`config.mk`:
```
export PLATFORM = sky130hd
export DESIGN_NAME = controller_data_path
export DESIGN_NICKNAME = d
export VERILOG_FILES = /design/src/rtl/controller_data_path_pkg.sv /design/src/rtl/controller_data_path_alu.sv /design/src/rtl/controller_data_path_controller.sv /design/src/rtl/controller_data_path_datapath.sv /design/src/rtl/controller_data_path.sv
export SDC_FILE = /design/constraint.sdc
export NUM_CORES = 1
export LEC_CHECK = 0
export CAP_MARGIN = 20
export CORE_UTILIZATION = 45
export DETAILED_ROUTE_END_ITERATION = 10
export PLACE_DENSITY = 0.67
export REMOVE_ABC_BUFFERS = 1
export SYNTH_ARGS = -nofsm -noshare
export SYNTH_HDL_FRONTEND = slang
export SYNTH_HIERARCHICAL = 1
export SYNTH_SLANG_ARGS = --single-unit
```
`constraint.sdc`:
```
create_clock -name clk -period 26.1 [get_ports clk]
set_input_delay 2.61 -clock clk [delete_from_list [all_inputs] [get_ports clk]]
set_output_delay 2.61 -clock clk [all_outputs]
set_load 0.05 [all_outputs]
```
`src/rtl/controller_data_path_pkg.sv`:
```
// Shared definitions for the Tron core: instruction encodings, FSM states,
// flag bit positions and the instruction decoder used by the datapath.
package controller_data_path_pkg;

  localparam int DataWidth = 16;
  localparam int RegCount  = 16;

  localparam logic [3:0] OP_RR    = 4'b0000;
  localparam logic [3:0] OP_ANDI  = 4'b0001;
  localparam logic [3:0] OP_ORI   = 4'b0010;
  localparam logic [3:0] OP_XORI  = 4'b0011;
  localparam logic [3:0] OP_ADDI  = 4'b0101;
  localparam logic [3:0] OP_SHIFT = 4'b1000;
  localparam logic [3:0] OP_SUBI  = 4'b1001;
  localparam logic [3:0] OP_CMPI  = 4'b1011;
  localparam logic [3:0] OP_MOVI  = 4'b1101;
  localparam logic [3:0] OP_LUI   = 4'b1111;

  localparam logic [3:0] EXT_AND = 4'b0001;
  localparam logic [3:0] EXT_OR  = 4'b0010;
  localparam logic [3:0] EXT_XOR = 4'b0011;
  localparam logic [3:0] EXT_LSH = 4'b0100;
  localparam logic [3:0] EXT_ADD = 4'b0101;
  localparam logic [3:0] EXT_SUB = 4'b1001;
  localparam logic [3:0] EXT_CMP = 4'b1011;
  localparam logic [3:0] EXT_MOV = 4'b1101;

  localparam int FLAG_L = 0;
  localparam int FLAG_Z = 3;
  localparam int FLAG_N = 4;

  typedef enum logic [1:0] {
    FETCH   = 2'd0,
    DECODE  = 2'd1,
    EXECUTE = 2'd2
  } stateType;

  typedef enum logic [3:0] {
    ALU_NOP   = 4'd0,
    ALU_AND   = 4'd1,
    ALU_OR    = 4'd2,
    ALU_XOR   = 4'd3,
    ALU_ADD   = 4'd4,
    ALU_SUB   = 4'd5,
    ALU_PASSB = 4'd6,
    ALU_SHL   = 4'd7,
    ALU_CMP   = 4'd8
  } aluOpType;

  typedef enum logic [2:0] {
    B_REG   = 3'd0,
    B_SEXT  = 3'd1,
    B_ZEXT  = 3'd2,
    B_UPPER = 3'd3,
    B_SHAMT = 3'd4
  } bSelType;

  typedef struct packed {
    aluOpType aluOp;
    bSelType  bSel;
  } decodeType;

  // MOV, MOVI and LUI all reduce to "pass operand B"; only the B source differs.
  function automatic decodeType decodeInstr(input logic [15:0] instr);
    decodeType  d;
    logic [3:0] opcode;
    logic [3:0] opext;
    d.aluOp = ALU_NOP;
    d.bSel  = B_REG;
    opcode  = instr[15:12];
    opext   = instr[7:4];
    case (opcode)
      OP_RR: begin
        case (opext)
          EXT_AND: d.aluOp = ALU_AND;
          EXT_OR:  d.aluOp = ALU_OR;
          EXT_XOR: d.aluOp = ALU_XOR;
          EXT_ADD: d.aluOp = ALU_ADD;
          EXT_SUB: d.aluOp = ALU_SUB;
          EXT_CMP: d.aluOp = ALU_CMP;
          EXT_MOV: d.aluOp = ALU_PASSB;
          default: d.aluOp = ALU_NOP;
        endcase
      end
      OP_ANDI: begin d.aluOp = ALU_AND;   d.bSel = B_ZEXT;  end
      OP_ORI:  begin d.aluOp = ALU_OR;    d.bSel = B_ZEXT;  end
      OP_XORI: begin d.aluOp = ALU_XOR;   d.bSel = B_ZEXT;  end
      OP_ADDI: begin d.aluOp = ALU_ADD;   d.bSel = B_SEXT;  end
      OP_SUBI: begin d.aluOp = ALU_SUB;   d.bSel = B_SEXT;  end
      OP_CMPI: begin d.aluOp = ALU_CMP;   d.bSel = B_SEXT;  end
      OP_MOVI: begin d.aluOp = ALU_PASSB; d.bSel = B_ZEXT;  end
      OP_LUI:  begin d.aluOp = ALU_PASSB; d.bSel = B_UPPER; end
      OP_SHIFT: begin
        if (opext == EXT_LSH) begin
          d.aluOp = ALU_SHL;
          d.bSel  = B_REG;
        end else if (opext[3:1] == 3'b000) begin
          d.aluOp = ALU_SHL;
          d.bSel  = B_SHAMT;
        end
      end
      default: d.aluOp = ALU_NOP;
    endcase
    return d;
  endfunction

endpackage

```
`src/rtl/controller_data_path_alu.sv`:
```
// Combinational ALU: one result per operation plus compare flags that are
// always computed from A and B, latched only when a compare executes.
import controller_data_path_pkg::*;

module tron_alu (
  input  logic [DataWidth-1:0] a,
  input  logic [DataWidth-1:0] b,
  input  aluOpType             op,
  output logic [DataWidth-1:0] result,
  output logic [DataWidth-1:0] flags
);

  always_comb begin
    result = '0;
    case (op)
      ALU_AND:   result = a & b;
      ALU_OR:    result = a | b;
      ALU_XOR:   result = a ^ b;
      ALU_ADD:   result = a + b;
      ALU_SUB:   result = a - b;
      ALU_PASSB: result = b;
      ALU_SHL:   result = a << b[3:0];
      default:   result = '0;
    endcase
  end

  // Every bit other than L, Z and N reads as zero so a compare replaces the whole word.
  always_comb begin
    flags         = '0;
    flags[FLAG_L] = (a < b);
    flags[FLAG_Z] = (a == b);
    flags[FLAG_N] = ($signed(a) < $signed(b));
  end

endmodule

```
`src/rtl/controller_data_path_controller.sv`:
```
// Three-state FETCH/DECODE/EXECUTE sequencer; every control strobe is a
// register so it is glitch-free for the whole state it belongs to.
import controller_data_path_pkg::*;

module tron_controller (
  input  logic     clk,
  input  logic     reset,
  input  aluOpType aluOp,
  output logic     irLoad,
  output logic     pcInc,
  output logic     regWrite,
  output logic     flagWrite
);

  stateType state;

  always_ff @(posedge clk or posedge reset) begin
    if (reset) begin
      state     <= FETCH;
      irLoad    <= 1'b1;
      pcInc     <= 1'b0;
      regWrite  <= 1'b0;
      flagWrite <= 1'b0;
    end else begin
      case (state)
        FETCH: begin
          state  <= DECODE;
          irLoad <= 1'b0;
          pcInc  <= 1'b1;
        end
        DECODE: begin
          state     <= EXECUTE;
          pcInc     <= 1'b0;
          regWrite  <= (aluOp != ALU_NOP) && (aluOp != ALU_CMP);
          flagWrite <= (aluOp == ALU_CMP);
        end
        EXECUTE: begin
          state     <= FETCH;
          irLoad    <= 1'b1;
          regWrite  <= 1'b0;
          flagWrite <= 1'b0;
        end
        default: begin
          state     <= FETCH;
          irLoad    <= 1'b1;
          pcInc     <= 1'b0;
          regWrite  <= 1'b0;
          flagWrite <= 1'b0;
        end
      endcase
    end
  end

endmodule

```
`src/rtl/controller_data_path_datapath.sv`:
```
// Register file, PC, IR and flag register around the ALU; all writes are
// gated by strobes coming from the controller.
import controller_data_path_pkg::*;

module tron_datapath (
  input  logic                 clk,
  input  logic                 reset,
  input  logic [DataWidth-1:0] instruction,
  input  logic                 irLoad,
  input  logic                 pcInc,
  input  logic                 regWrite,
  input  logic                 flagWrite,
  output aluOpType             aluOp,
  output logic [DataWidth-1:0] addressOut,
  output logic [DataWidth-1:0] busOutput
);

  logic [DataWidth-1:0] regFile [RegCount];
  logic [DataWidth-1:0] pc;
  logic [DataWidth-1:0] ir;
  logic [DataWidth-1:0] flagreg;
  logic [3:0]           rd;
  logic [3:0]           rs;
  decodeType            dec;
  logic [DataWidth-1:0] opA;
  logic [DataWidth-1:0] opB;
  logic [DataWidth-1:0] aluResult;
  logic [DataWidth-1:0] aluFlags;

  assign rd         = ir[11:8];
  assign rs         = ir[3:0];
  assign dec        = decodeInstr(ir);
  assign aluOp      = dec.aluOp;
  assign opA        = regFile[rd];
  assign addressOut = pc;
  assign busOutput  = aluResult;

  always_comb begin
    opB = regFile[rs];
    case (dec.bSel)
      B_REG:   opB = regFile[rs];
      B_SEXT:  opB = {{8{ir[7]}}, ir[7:0]};
      B_ZEXT:  opB = {8'h00, ir[7:0]};
      B_UPPER: opB = {ir[7:0], 8'h00};
      B_SHAMT: opB = {12'h000, ir[3:0]};
      default: opB = regFile[rs];
    endcase
  end

  tron_alu alu (
    .a      (opA),
    .b      (opB),
    .op     (dec.aluOp),
    .result (aluResult),
    .flags  (aluFlags)
  );

  // Registers power up holding their own index so programs have known operands.
  always_ff @(posedge clk or posedge reset) begin
    if (reset) begin
      pc      <= '0;
      ir      <= '0;
      flagreg <= '0;
      for (int i = 0; i < RegCount; i++) begin
        regFile[i] <= DataWidth'(i);
      end
    end else begin
      if (irLoad) begin
        ir <= instruction;
      end
      if (pcInc) begin
        pc <= pc + 16'd1;
      end
      if (regWrite) begin
        regFile[rd] <= aluResult;
      end
      if (flagWrite) begin
        flagreg <= aluFlags;
      end
    end
  end

endmodule

```
`src/rtl/controller_data_path.sv`:
```
// Top of the Tron processor: joins the FSM controller to the datapath.
import controller_data_path_pkg::*;

module controller_data_path (
  input  logic                 clk,
  input  logic                 reset,
  input  logic [DataWidth-1:0] instruction,
  output logic [DataWidth-1:0] addressOut,
  output logic [DataWidth-1:0] busOutput
);

  aluOpType aluOp;
  logic     irLoad;
  logic     pcInc;
  logic     regWrite;
  logic     flagWrite;

  tron_controller fsmController (
    .clk       (clk),
    .reset     (reset),
    .aluOp     (aluOp),
    .irLoad    (irLoad),
    .pcInc     (pcInc),
    .regWrite  (regWrite),
    .flagWrite (flagWrite)
  );

  tron_datapath UUTdatapath (
    .clk         (clk),
    .reset       (reset),
    .instruction (instruction),
    .irLoad      (irLoad),
    .pcInc       (pcInc),
    .regWrite    (regWrite),
    .flagWrite   (flagWrite),
    .aluOp       (aluOp),
    .addressOut  (addressOut),
    .busOutput   (busOutput)
  );

endmodule

```
==> impl_table.tex <==
\begin{tabular}{lr}
\hline
Metric & Value \\
\hline
\multicolumn{2}{l}{\textbf{Clock tree}} \\
\quad Buffer levels on the longest clock path & 3 \\
\quad Worst-path clk slew & 0.06 ns \\
\quad Post-CTS setup repair buffer count & 0 \\
\quad Root buffer selected by CTS & clkbuf\_16 \\
\quad CTS tree & done \\
\quad Resized Gates After CTS & 0 \\
\quad Sinks on Clock Net & 293 \\
\quad Hold-fix buffer count after cts & 0 \\
\quad Number of H-tree levels & 2 \\
\quad Later-pin clock latency in the skew report & 0.55 ns \\
\quad TritonCTS Buffers & 34 \\
\multicolumn{2}{l}{\textbf{Timing}} \\
\quad Highest Clock Rate & 0.103 GHz \\
\quad Worst Tran Pin Value & 1.11 ns \\
\quad Final period util & 0.373 \\
\quad Final period demand of the worst path & 9.74 ns \\
\quad Remaining max-slew budget at the tightest pin & 0.258 \\
\quad Final count of negative-setup-slack endpoints & 0 \\
\quad RSZ-0062 raised after global routing & no \\
\quad Setup TNS after final layout & 0 ns \\
\quad Fin Clk Skew & 0.0233 ns \\
\quad Max Slew Vio Count & 0 \\
\quad Count of final hold-check violations & 0 \\
\multicolumn{2}{l}{\textbf{Logic synthesis}} \\
\quad Synth Instances & 1484 \\
\quad Cell Area, Synth & 0.0187 mm2 \\
\quad Number of synthesis warnings & 6 \\
\quad Synthesized area divided by synthesized cell count & 12.6 um2 \\
\multicolumn{2}{l}{\textbf{Flow run}} \\
\quad Number of maximum-capacitance violations & 0 \\
\multicolumn{2}{l}{\textbf{Die}} \\
\quad Die outline height & 206 um \\
\quad Number of top-level design ports & 50 \\
\quad Floorplan die width & 206 um \\
\quad Standard-cell rows & 74 \\
\quad Initial standard-cell utilization of the core & 0.456 \\
\quad Core area & 0.0409 mm2 \\
\quad Die Outline Area & 0.0423 mm2 \\
\multicolumn{2}{l}{\textbf{Power and ir drop}} \\
\quad Power per standard cell area & 63.7 mW/mm2 \\
\quad IR drop worst, VDD & 0.0411 mV \\
\quad Leakage power of the design & 0.00909 uW \\
\multicolumn{2}{l}{\textbf{Finish}} \\
\quad Count of nets after finishing & 1560 \\
\quad P\&R area growth vs syn & 10.8\% \\
\quad Antenna Diode Count & 0 \\
\quad Core occupancy in the finished layout & 0.506 \\
\quad Ratio of cells with drive above 1 in the final layout & 0.325 \\
\quad Filler instances & 3490 \\
\quad Final non-filler cell total & 2047 \\
\multicolumn{2}{l}{\textbf{Setup path}} \\
\quad Startpoint type of the worst setup path & register \\
\quad Required time worst endpoint & 23.49 ns \\
\quad Critical path data arrival time & 7.13 ns \\
\quad CP max-delay cell & clkdlybuf4s50\_1 \\
\quad Crit-path most repeated cell & mux2i\_1 \\
\quad Category of the worst setup path capture point & primary output \\
\quad Worst R2R Start & UUTdatapath/ir[2]\$\_DFFE\_PP0P\_ \\
\quad Setup slack of the worst register-to-register path & 19.83 ns \\
\quad Crit path kind & reg2out \\
\quad Cell depth of the worst flop-to-flop path & 14 \\
\quad CP delay by family, top & compound AO/OA/AOI/OAI gates \\
\quad Worst Path Max Fanout & 59 \\
\quad Critical path buffer and inverter count & 3 \\
\quad Cell-by-cell listing of the critical path & buf\_4 > mux4\_2 > mux2i\_1 > o31ai\_4 > inv\_1 > ha\_1 > a21o\_1 > a21oi\_1 > o21ai\_0 > a221oi\_1 > mux2i\_1 > xnor2\_1 > o221ai\_1 > clkdlybuf4s50\_1 \\
\quad Worst reg2reg path endpoint & UUTdatapath/regFile[125]\$\_DFFE\_PP0P\_ \\
\quad Worst path max stage delay & 0.97 ns \\
\multicolumn{2}{l}{\textbf{Routing}} \\
\quad Number of vias after detailed routing & 13000 \\
\quad Drt total wl & 52600 um \\
\quad Post-detailed-route via-to-cell ratio & 6.33 \\
\quad Antenna-violating nets left & 0 \\
\quad First-pass iteration count of the detailed router & 6 \\
\quad DRC violations left & 0 \\
\quad Drt wl/cell & 25.7 um \\
\quad Number of violations reported at the end of detailed-routing iteration 0 & 1157 \\
\multicolumn{2}{l}{\textbf{Place}} \\
\quad DP Cell Count & 1986 \\
\quad HPWL Detailed & 34800 um \\
\quad Port bufs & 49 \\
\quad Placer Congestion & 1.00 \\
\multicolumn{2}{l}{\textbf{Min path}} \\
\quad Worst hold-check path type & reg2reg \\
\quad End point of the most critical hold path & UUTdatapath/addressOut[15]\$\_DFFE\_PP0P\_ \\
\quad Start point of the worst min-delay path & UUTdatapath/addressOut[15]\$\_DFFE\_PP0P\_ \\
\quad Hold depth & 1 \\
\multicolumn{2}{l}{\textbf{Global routing}} \\
\quad Vias in the first global route & 13200 \\
\quad Antenna violations before repair & 0 \\
\quad Global-route wire length before repair & 82400 um \\
\quad GRT Resource Usage Total & 0.257 \\
\quad Largest net degree at the start of global routing & 176 \\
\quad Residual overflow from global routing & 0 \\
\multicolumn{2}{l}{\textbf{Status}} \\
\quad Outcome & finished, final reports clean \\
\hline
\end{tabular}
==> layer usage <==
metal	share of wire	GRT usage
met1	0.44	0.358
met2	0.48	0.417
met3	0.058	0.0367
met4	0.026	0.0767
met5	0	0
==> through the flow <==
step                hold slack [ns]  total power, uW  area [um2]  worst slack (ns)
floorplan                     0.470              749       18100             15.59
global placement              0.466              843       19600             16.73
detailed placement            0.473              849       19600             16.99
CTS                           0.490             1320       20700             16.43
global route                  0.517             1370       20700             16.00
finish                        0.492             1320       20700             16.36
==> cell type report <==
| cell class | count | area (um2) | share of cell area |
|---|---|---|---|
| clock inverter | 13 | 168 | 0.00810 |
| timing repair buffer | 90 | 811 | 0.0392 |
| inverter | 54 | 210 | 0.0102 |
| multi-input combinational | 1017 | 10500 | 0.509 |
| sequential | 293 | 7390 | 0.357 |
| clock buffer | 48 | 923 | 0.0446 |
| tap | 532 | 666 | 0.0322 |
==> sequential cells by signal, summed over array words and instances (netlist names) <==
name                    flops
UUTdatapath/regFile       256
UUTdatapath/addressOut     16
UUTdatapath/ir             16
fsmController/state         2
fsmController/irLoad        1
fsmController/pcInc         1
fsmController/regWrite      1
==> layout by cell type (no fill, tap or decap), drive strengths merged, types with 7 or more instances in the layout <==
| cell type | n |
|---|---|
| mux2i | 39 |
| buf | 41 |
| mux2 | 299 |
| clkinv | 9 |
| xnor2 | 19 |
| o21ai | 60 |
| nand2 | 83 |
| or3 | 7 |
| nand2b | 12 |
| nor2 | 67 |
| mux4 | 143 |
| o211ai | 20 |
| nor3 | 11 |
| a21o | 9 |
| ha | 50 |
| clkbuf | 48 |
| dfrtp | 260 |
| a21oi | 44 |
| nor2b | 11 |
| inv | 55 |
| a22oi | 12 |
| dfstp | 33 |
| nand3 | 15 |
| a211oi | 8 |
| clkdlybuf4s50 | 49 |
| o22ai | 10 |
==> power by group <==
group / total (uW) / switching [uW] / internal, uW
Clock: 471 / 199 / 272
Sequential: 534 / 35.0 / 499
Combinational: 312 / 176 / 136
Total: 1320 / 410 / 907
==> worst reg2reg max path, delay by kind of cell, from the launching register on <==
kind | cells | cell delay [ns]
buffers and inverters | 2 | 1.16
multiplexers | 4 | 1.10
AO/OA/AOI/OAI | 6 | 2.11
flip-flops | 1 | 0.51
AND/OR/NAND/NOR | 1 | 0.85
adder cells (fa/ha/maj) | 1 | 0.43
==> how the worst max path moves through the flow <==
stage	start	to	slack [ns]	depth (start not counted)
after CTS	UUTdatapath/ir[2]$_DFFE_PP0P_	busOutput[13]	16.43	14
after global placement	UUTdatapath/ir[2]$_DFFE_PP0P_	busOutput[11]	16.73	14
after detailed placement	UUTdatapath/ir[2]$_DFFE_PP0P_	busOutput[13]	16.99	14
after floorplan	reset	UUTdatapath/addressOut[0]$_DFFE_PP0P_	15.59	1
final	UUTdatapath/ir[2]$_DFFE_PP0P_	busOutput[11]	16.36	14
after global routing	UUTdatapath/ir[2]$_DFFE_PP0P_	busOutput[11]	16.00	14
(Power assumes the default switching activity.)
